--- src/rtl/keypad_scanner_pkg.sv ---
// Shared keypad definitions: scanner state encoding, row/column keymap and idle code.
// Keypad consumers import this to decode hex_digit consistently.
package keypad_scanner_pkg;

  typedef enum logic [2:0] {
    ST_SCAN,
    ST_DEB_PRESS,
    ST_EMIT,
    ST_HOLD,
    ST_DEB_REL
  } state_e;

  localparam logic [3:0] IDLE_CODE = 4'hD;

  // Indexed by {row, col}; '*' reports as E and '#' as F.
  localparam logic [3:0] KEYMAP [16] = '{
    4'h1, 4'h2, 4'h3, 4'hA,
    4'h4, 4'h5, 4'h6, 4'hB,
    4'h7, 4'h8, 4'h9, 4'hC,
    4'hE, 4'h0, 4'hF, 4'hD
  };

  function automatic logic [3:0] key_code(input logic [1:0] row, input logic [1:0] col);
    return KEYMAP[{row, col}];
  endfunction

endpackage

--- src/rtl/keypad_sync_2ff.sv ---
// Two-flop synchronizer for the asynchronous keypad row lines.
// Resets to all ones so an idle (pulled-up) keypad is seen during and after reset.
module keypad_sync_2ff #(
  parameter int WIDTH = 4
) (
  input  logic             clk,
  input  logic             rst_n,
  input  logic [WIDTH-1:0] d,
  output logic [WIDTH-1:0] q
);

  logic [WIDTH-1:0] meta_q;
  logic [WIDTH-1:0] sync_q;

  always_ff @(posedge clk or negedge rst_n) begin
    if (!rst_n) begin
      meta_q <= '1;
      sync_q <= '1;
    end else begin
      meta_q <= d;
      sync_q <= meta_q;
    end
  end

  assign q = sync_q;

endmodule

--- src/rtl/keypad_scanner.sv ---
// 4x4 matrix keypad scanner: walks the columns, debounces press and release of one key,
// and emits its code with a single-cycle key_valid strobe per press.
module keypad_scanner
  import keypad_scanner_pkg::*;
#(
  parameter int SCAN_DIV = 1000,
  parameter int DEBOUNCE = 20000
) (
  input  logic       Clock,
  input  logic       Reset,
  input  logic [3:0] rows,
  output logic [3:0] cols,
  output logic [3:0] hex_digit,
  output logic       key_valid
);

  localparam int CNT_TOP = (SCAN_DIV > DEBOUNCE) ? SCAN_DIV : DEBOUNCE;
  localparam int CNT_W   = $clog2(CNT_TOP + 1);

  localparam logic [CNT_W-1:0] CNT_SAT   = '1;
  localparam logic [CNT_W-1:0] SCAN_LAST = CNT_W'(SCAN_DIV - 1);
  localparam logic [CNT_W-1:0] DEB_LAST  = CNT_W'(DEBOUNCE - 1);
  // Synced rows lag the column drive by two cycles; earlier samples belong to the previous column.
  localparam logic [CNT_W-1:0] SETTLE    = CNT_W'(2);

  logic [3:0]       rows_s;
  state_e           state_q, state_d;
  logic [1:0]       col_q, col_d;
  logic [1:0]       row_q, row_d;
  logic [CNT_W-1:0] cnt_q, cnt_d;
  logic [CNT_W-1:0] cnt_inc;
  logic [1:0]       hit_row;
  logic             any_low;
  logic             row_low;

  keypad_sync_2ff #(.WIDTH(4)) u_sync (
    .clk  (Clock),
    .rst_n(Reset),
    .d    (rows),
    .q    (rows_s)
  );

  assign any_low = ~&rows_s;
  assign row_low = ~rows_s[row_q];
  assign cnt_inc = (cnt_q == CNT_SAT) ? cnt_q : cnt_q + CNT_W'(1);

  always_comb begin
    hit_row = 2'd3;
    if      (!rows_s[0]) hit_row = 2'd0;
    else if (!rows_s[1]) hit_row = 2'd1;
    else if (!rows_s[2]) hit_row = 2'd2;
  end

  always_comb begin
    state_d = state_q;
    col_d   = col_q;
    row_d   = row_q;
    cnt_d   = cnt_q;
    case (state_q)
      ST_SCAN: begin
        if (cnt_q >= SETTLE && any_low) begin
          row_d   = hit_row;
          cnt_d   = '0;
          state_d = ST_DEB_PRESS;
        end else if (cnt_q >= SCAN_LAST) begin
          col_d = col_q + 2'd1;
          cnt_d = '0;
        end else begin
          cnt_d = cnt_inc;
        end
      end
      ST_DEB_PRESS: begin
        if (!row_low) begin
          // Same column is still settled, so resume sampling it immediately.
          cnt_d   = SETTLE;
          state_d = ST_SCAN;
        end else if (cnt_q >= DEB_LAST) begin
          state_d = ST_EMIT;
        end else begin
          cnt_d = cnt_inc;
        end
      end
      ST_EMIT: begin
        state_d = ST_HOLD;
      end
      ST_HOLD: begin
        if (!row_low) begin
          cnt_d   = '0;
          state_d = ST_DEB_REL;
        end
      end
      ST_DEB_REL: begin
        if (row_low) begin
          state_d = ST_HOLD;
        end else if (cnt_q >= DEB_LAST) begin
          col_d   = col_q + 2'd1;
          cnt_d   = '0;
          state_d = ST_SCAN;
        end else begin
          cnt_d = cnt_inc;
        end
      end
      default: begin
        cnt_d   = '0;
        state_d = ST_SCAN;
      end
    endcase
  end

  always_ff @(posedge Clock or negedge Reset) begin
    if (!Reset) begin
      state_q <= ST_SCAN;
      col_q   <= 2'd0;
      row_q   <= 2'd0;
      cnt_q   <= '0;
    end else begin
      state_q <= state_d;
      col_q   <= col_d;
      row_q   <= row_d;
      cnt_q   <= cnt_d;
    end
  end

  assign cols      = ~(4'b0001 << col_q);
  assign key_valid = (state_q == ST_EMIT);
  assign hex_digit = key_valid ? key_code(row_q, col_q) : IDLE_CODE;

endmodule

--- config.mk ---
export PLATFORM = sky130hd
export DESIGN_NAME = keypad_scanner
export DESIGN_NICKNAME = d
export VERILOG_FILES = /design/src/rtl/keypad_scanner_pkg.sv /design/src/rtl/keypad_sync_2ff.sv /design/src/rtl/keypad_scanner.sv
export SDC_FILE = /design/constraint.sdc
export NUM_CORES = 1
export LEC_CHECK = 0
export ABC_AREA = 1
export CORE_MARGIN = 5
export CORE_UTILIZATION = 54
export DETAILED_ROUTE_END_ITERATION = 6
export PLACE_DENSITY = 0.86
export SLEW_MARGIN = 20
export SYNTH_ARGS = -nofsm -noshare
export SYNTH_HDL_FRONTEND = slang
export SYNTH_SLANG_ARGS = --single-unit
--- constraint.sdc ---
create_clock -name Clock -period 1.85 [get_ports Clock]
set_input_delay 0.555 -clock Clock [delete_from_list [all_inputs] [get_ports Clock]]
set_output_delay 0.555 -clock Clock [all_outputs]
set_load 0.05 [all_outputs]
# Yosys cells after proc, flatten, opt, wreduce, memory -nomap -nowiden
# Memory sizes are Yosys's and may differ from the RTL's.
# Cells that the tools add are included.
# op_classes
add_sub_neg	2
n_lt_le_gt_ge	5
eq_ne	14
shifts	1
muxes	29
bitwise	3
n_reduce_logical	9
# ops
cell	count
$mux 15	8
$pmux 15 s5	1
$mux 3	6
$add 15x1->15 const B	1
$eq 15x15->1 const B	1
$ge 15x10->1 const B	1
$ge 15x15->1 const B	1
$ge 15x2->1 const B	1
$pmux 3 s5	1
$mux 2	6
$mux 4	3
$ne 2x2->1 const B	6
$reduce_and 4->1	3
$ne 3x3->1 const B	3
$eq 3x2->1 const B	2
$ge 5x5->1 const B	1
$not 4->5	1
$reduce_and 5->1	1
$not 4->4	1
$pmux 2 s2	1
$shl 1x2->4 const A	1
$eq 3x1->1 const B	1
$eq 3x3->1 const B	1
$logic_not 3->1	1
other kinds (9)	10
# totals
regBits	30
mem_bits_ro	64
in_bits	6
output_inout_bits	9
wordCells	70
memories	1
# mem_list
memory	depth	word_bits	rd	rd_clocked_by_memory_dff	write_ports	line	rtl
(no name shown)	16	4	1	0	0	keypad_scanner_pkg.sv:24	return KEYMAP[{row, col}];

# Longest topological paths before layout
# depth
ltp_word	5
depth_mapped	13
ltp_nobuf	12

# Hierarchy
# From an unflattened synthesis, not the netlist that was laid out.
# unflattened
hier_cells	316
area_unflattened_um2	2369.8
# by_module_without_submodules
module	instances	cells_per_inst	area_each_um2	seq_area_each_um2
keypad_scanner	1	308	2159.6	550.5
keypad_sync_2ff	1	8	210.2	210.2

# Least setup slack after synthesis
# Ideal clock, no wire load.
# synth_timing
path_kind	reg-to-output
from	register col_q[0]
to	output port hex_digit[2]
arrival_time_ns	2.487
required_ns	1.295
setup_slack_ns	-1.192
stages_incl_launch_ff	3
path_buffers	0
path_cell_list	dfrtp_1 > ha_1 > o311ai_0
# synth_between
elab_chain_cells	5
# synth_rtl
element	line	rtl
start, declared	keypad_scanner.sv:28	logic [1:0] col_q, col_d;
start signal, assigned	keypad_scanner.sv:118	col_q <= col_d;
$not 4->5 (not written as such)	keypad_scanner_pkg.sv:24	
$mem_v2 16x4	n/a	
$mux 4 (not written as such) (2 in series)	keypad_scanner_pkg.sv:24	
$mux 4	keypad_scanner.sv:126	assign hex_digit = key_valid ? key_code(row_q, col_q) : IDLE_CODE;
end, declared	keypad_scanner.sv:13	output logic [3:0] hex_digit,
# No other way between the ends. The select of a mux whose other input is x is not followed.

# Final worst setup path
# Same ends and word-level chain as after synthesis.

==> results.yml <==
run_status:
  violations: "DRC, setup timing"
  outcome: "complete, but fails checks"
setup_path:
  r2r_slack_ps: -100
  reg2regPathDepth: 10
  r2r-end: "col_q[0]"
  cp_slowest_cell: "dfrtp_1"
  end_kind: "output port"
  crit_end: "hex_digit[2]"
  critPathLaunch: "col_q[0]"
  rr_startpoint: "cnt_q[1]"
  crit_type: "reg2out"
  cpPeakStageDelay_ps: 390
  arrival_ps: 1560
  crit_required_ps: 1290
  path_max_fanout: 5
  path_cells: "buf_4 > ha_4 > nor2_4 > o21ai_2 > o311ai_4 > buf_6"
  cp-start-kind: "flop"
pwr:
  power_frac_comb_pct: 52.1
  power_leakage_uw: 0.00166
  p_int_uw: 1650
  p_sw_uw: 1430
  peakVddDrop_v: 0.000946
  p_sw_share_pct: 46.4
  seqPwrFrac_pct: 29.0
  power_frac_clock_pct: 18.8
  p_per_area_nw_per_um2: 927
routing:
  drcViolationCount: 63
  viasPerCell: 6.11
  first_pass_iters: 7
  ant_nets: 0
  vias: 2755
  avgRoutedWirePerCell_um: 18.0
  drt_iter0_markers: 480
  drt-total-wl_um: 8100
floorplan:
  io_pins: 15
  dieArea_um2: 5860
  start_util_pct: 55.4
  fp.dieW_um: 76.6
  die_y_um: 76.6
  std_cell_rows: 24
  coreArea_um2: 4320
cts:
  ctsHoldBuffers: 0
  cts-root-buf: "clkbuf_8"
  clk_path_buf_depth: 2
  clkTransAtPathRegs_ps: 80
  cts_inserted_buffers: 5
  clock_sinks: 30
  cts_tree: "yes"
  insertion_delay_ps: 300
  htree_levels: 2
place:
  placed_area_um2: 2900
  port_buffers: 14
  placedCellCount: 425
  gp_congestion: 0.938
  hpwl_um: 4590
timing:
  slew_violations: 0
  finClkSkew_ps: 15.4
  min_period_ps: 2120
  max_freq_mhz: 472
  maxSlewHeadroom_pct: 70.3
  hold_ws_ps: 337
  finalCritPeriodShare_pct: 115
  fin_ws_ps: -269
  finalSetupViolations: 21
  rsz0062_at_grt: "true"
  tightest_slew_ps: 442
  hold_viol: 0
  setup_tns_ps: -1570
yosys:
  synthFlopType: "dfrtp_1"
  synth.top_cell.area_share_pct: 23.0
  syn_area_per_cell_um2: 6.98
  synthTopCellsByArea: "dfrtp_1 23%, nand2_1 17%, dfstp_2 8.8%, nand3_1 8.4%, nor2_1 7.1%"
  syn_inst: 343
  synth_edf_count: 0
  synth_nets: 357
  synth.most_common_cell: "nand2_1"
  synth_common_cells: "107 x nand2_1, 45 x nor2_1, 40 x nand3_1, 37 x inv_1, 22 x dfrtp_1"
  synth.largest_area_cell: "dfrtp_1"
  async_flop_share_pct: 100
  synth_warnings: 0
  synth.distinct_cells: 36
  ys_ff_latch: 30
  synth_area_um2: 2390
  synth_seq_area_share_pct: 31.8
grt:
  grt_pass1_vias: 2457
  antenna_found_initial: 0
  grt_pass1_wl_um: 11400
  track_usage_pct: 23.7
  overflow: 0
  grt_max_degree: 31
cells_and_area:
  n_fill_cell: 288
  antenna_cells: 0
  fin_nets: 412
  stdcell_area_um2: 3320
  multi_input_area_um2: 1680
  seq_area_um2: 769
  area_growth_pct: 38.7
  instances_no_fill: 451
  finish.utilization_pct: 76.8
  drive_gt1_share_pct: 38.1
min_path:
  hold_path.class: "reg2reg"
job:
  drv_cap: 0
[power groups by stage]
stage,combinational (µW),sequential [µW],clock [µW]
6_report,1600,894,580
4_1_cts,1270,857,581
2_1_floorplan,842,819,0
3_5_place_dp,1150,865,0
3_3_place_gp,1100,858,0
5_1_grt,1700,899,618
[metrics by stage]
stage | power (µW) | setup WS [ps]
4_1_cts | 2710 | -224
2_1_floorplan | 1660 | -228
3_5_place_dp | 2020 | -91.8
3_3_place_gp | 1950 | -27.4
6_report | 3080 | -269
5_1_grt | 3220 | -318
[worst min-delay path by stage]
stage | from | end | cells after the start
2_1_floorplan | Reset | cnt_q[0] | 0
3_3_place_gp | u_sync.meta_q[1] | u_sync.q[1] | 0
3_5_place_dp | u_sync.meta_q[3] | u_sync.q[3] | 0
4_1_cts | u_sync.meta_q[0] | u_sync.q[0] | 0
5_1_grt | u_sync.meta_q[0] | u_sync.q[0] | 0
6_report | u_sync.meta_q[0] | u_sync.q[0] | 0
[cells by family after synthesis]
logic type / Yosys count / synth area share, %
and+or+nand+nor: 232 / 47.5
buffers and inverters: 47 / 9.20
DFF: 30 / 31.8
AOI/OAI and AO/OA: 19 / 4.76
adders and majority gates: 8 / 4.18
xor gates and xnor gates: 7 / 2.56
[final cells by class]
| class | instances | share of cell area (%) |
|---|---|---|
| multi-input combinational | 267 | 50.5 |
| sequential | 30 | 23.2 |
| timing repair buffer | 53 | 16.3 |
| inverter | 41 | 5.24 |
| clock buffer | 6 | 2.49 |
| tap | 52 | 1.96 |
| clock inverter | 2 | 0.377 |
[repair_timing]
item	4_1_cts	5_1_grt
endpoints found under the hold margin	0	0
pin swaps	6	15
buffers inserted	10	9
gates cloned	0	1
setup endpoints to repair	9	30
resized for setup	21	39
[critical path, delay by kind of cell, from the launching register on]
kind / cells / cell delay (ps)
fa+ha+maj: 1 / 180
compound gates: 2 / 180
buf+inv: 2 / 370
simple gates: 1 / 140
flops: 1 / 390
[placed cells by master, fill, tap and decap left out, drive strengths merged, types with 8 or more instances in the layout]
| master | n |
|---|---|
| nand3 | 49 |
| nand4 | 8 |
| dfrtp | 22 |
| buf | 48 |
| dfstp | 8 |
| ha | 8 |
| o21ai | 11 |
| inv | 39 |
| nor2 | 53 |
| nand2 | 116 |
[per-layer routing]
layer / part of all wire, % / global-route usage, % / vias up
li1: - / - / 1207
met1: 36 / 30.5 / 1234
met2: 46 / 39.0 / 241
met3: 11 / 4.02 / 73
met4: 6.6 / 9.97 / 0
met5: 0 / 0 / -
[state kept, by name, summed over array words and instances (netlist names)]
register	cells
row_q	2
u_sync.meta_q	4
col_q	2
state_q	3
cnt_q	15
u_sync.q	4
Power figures use the tool's default switching activity.
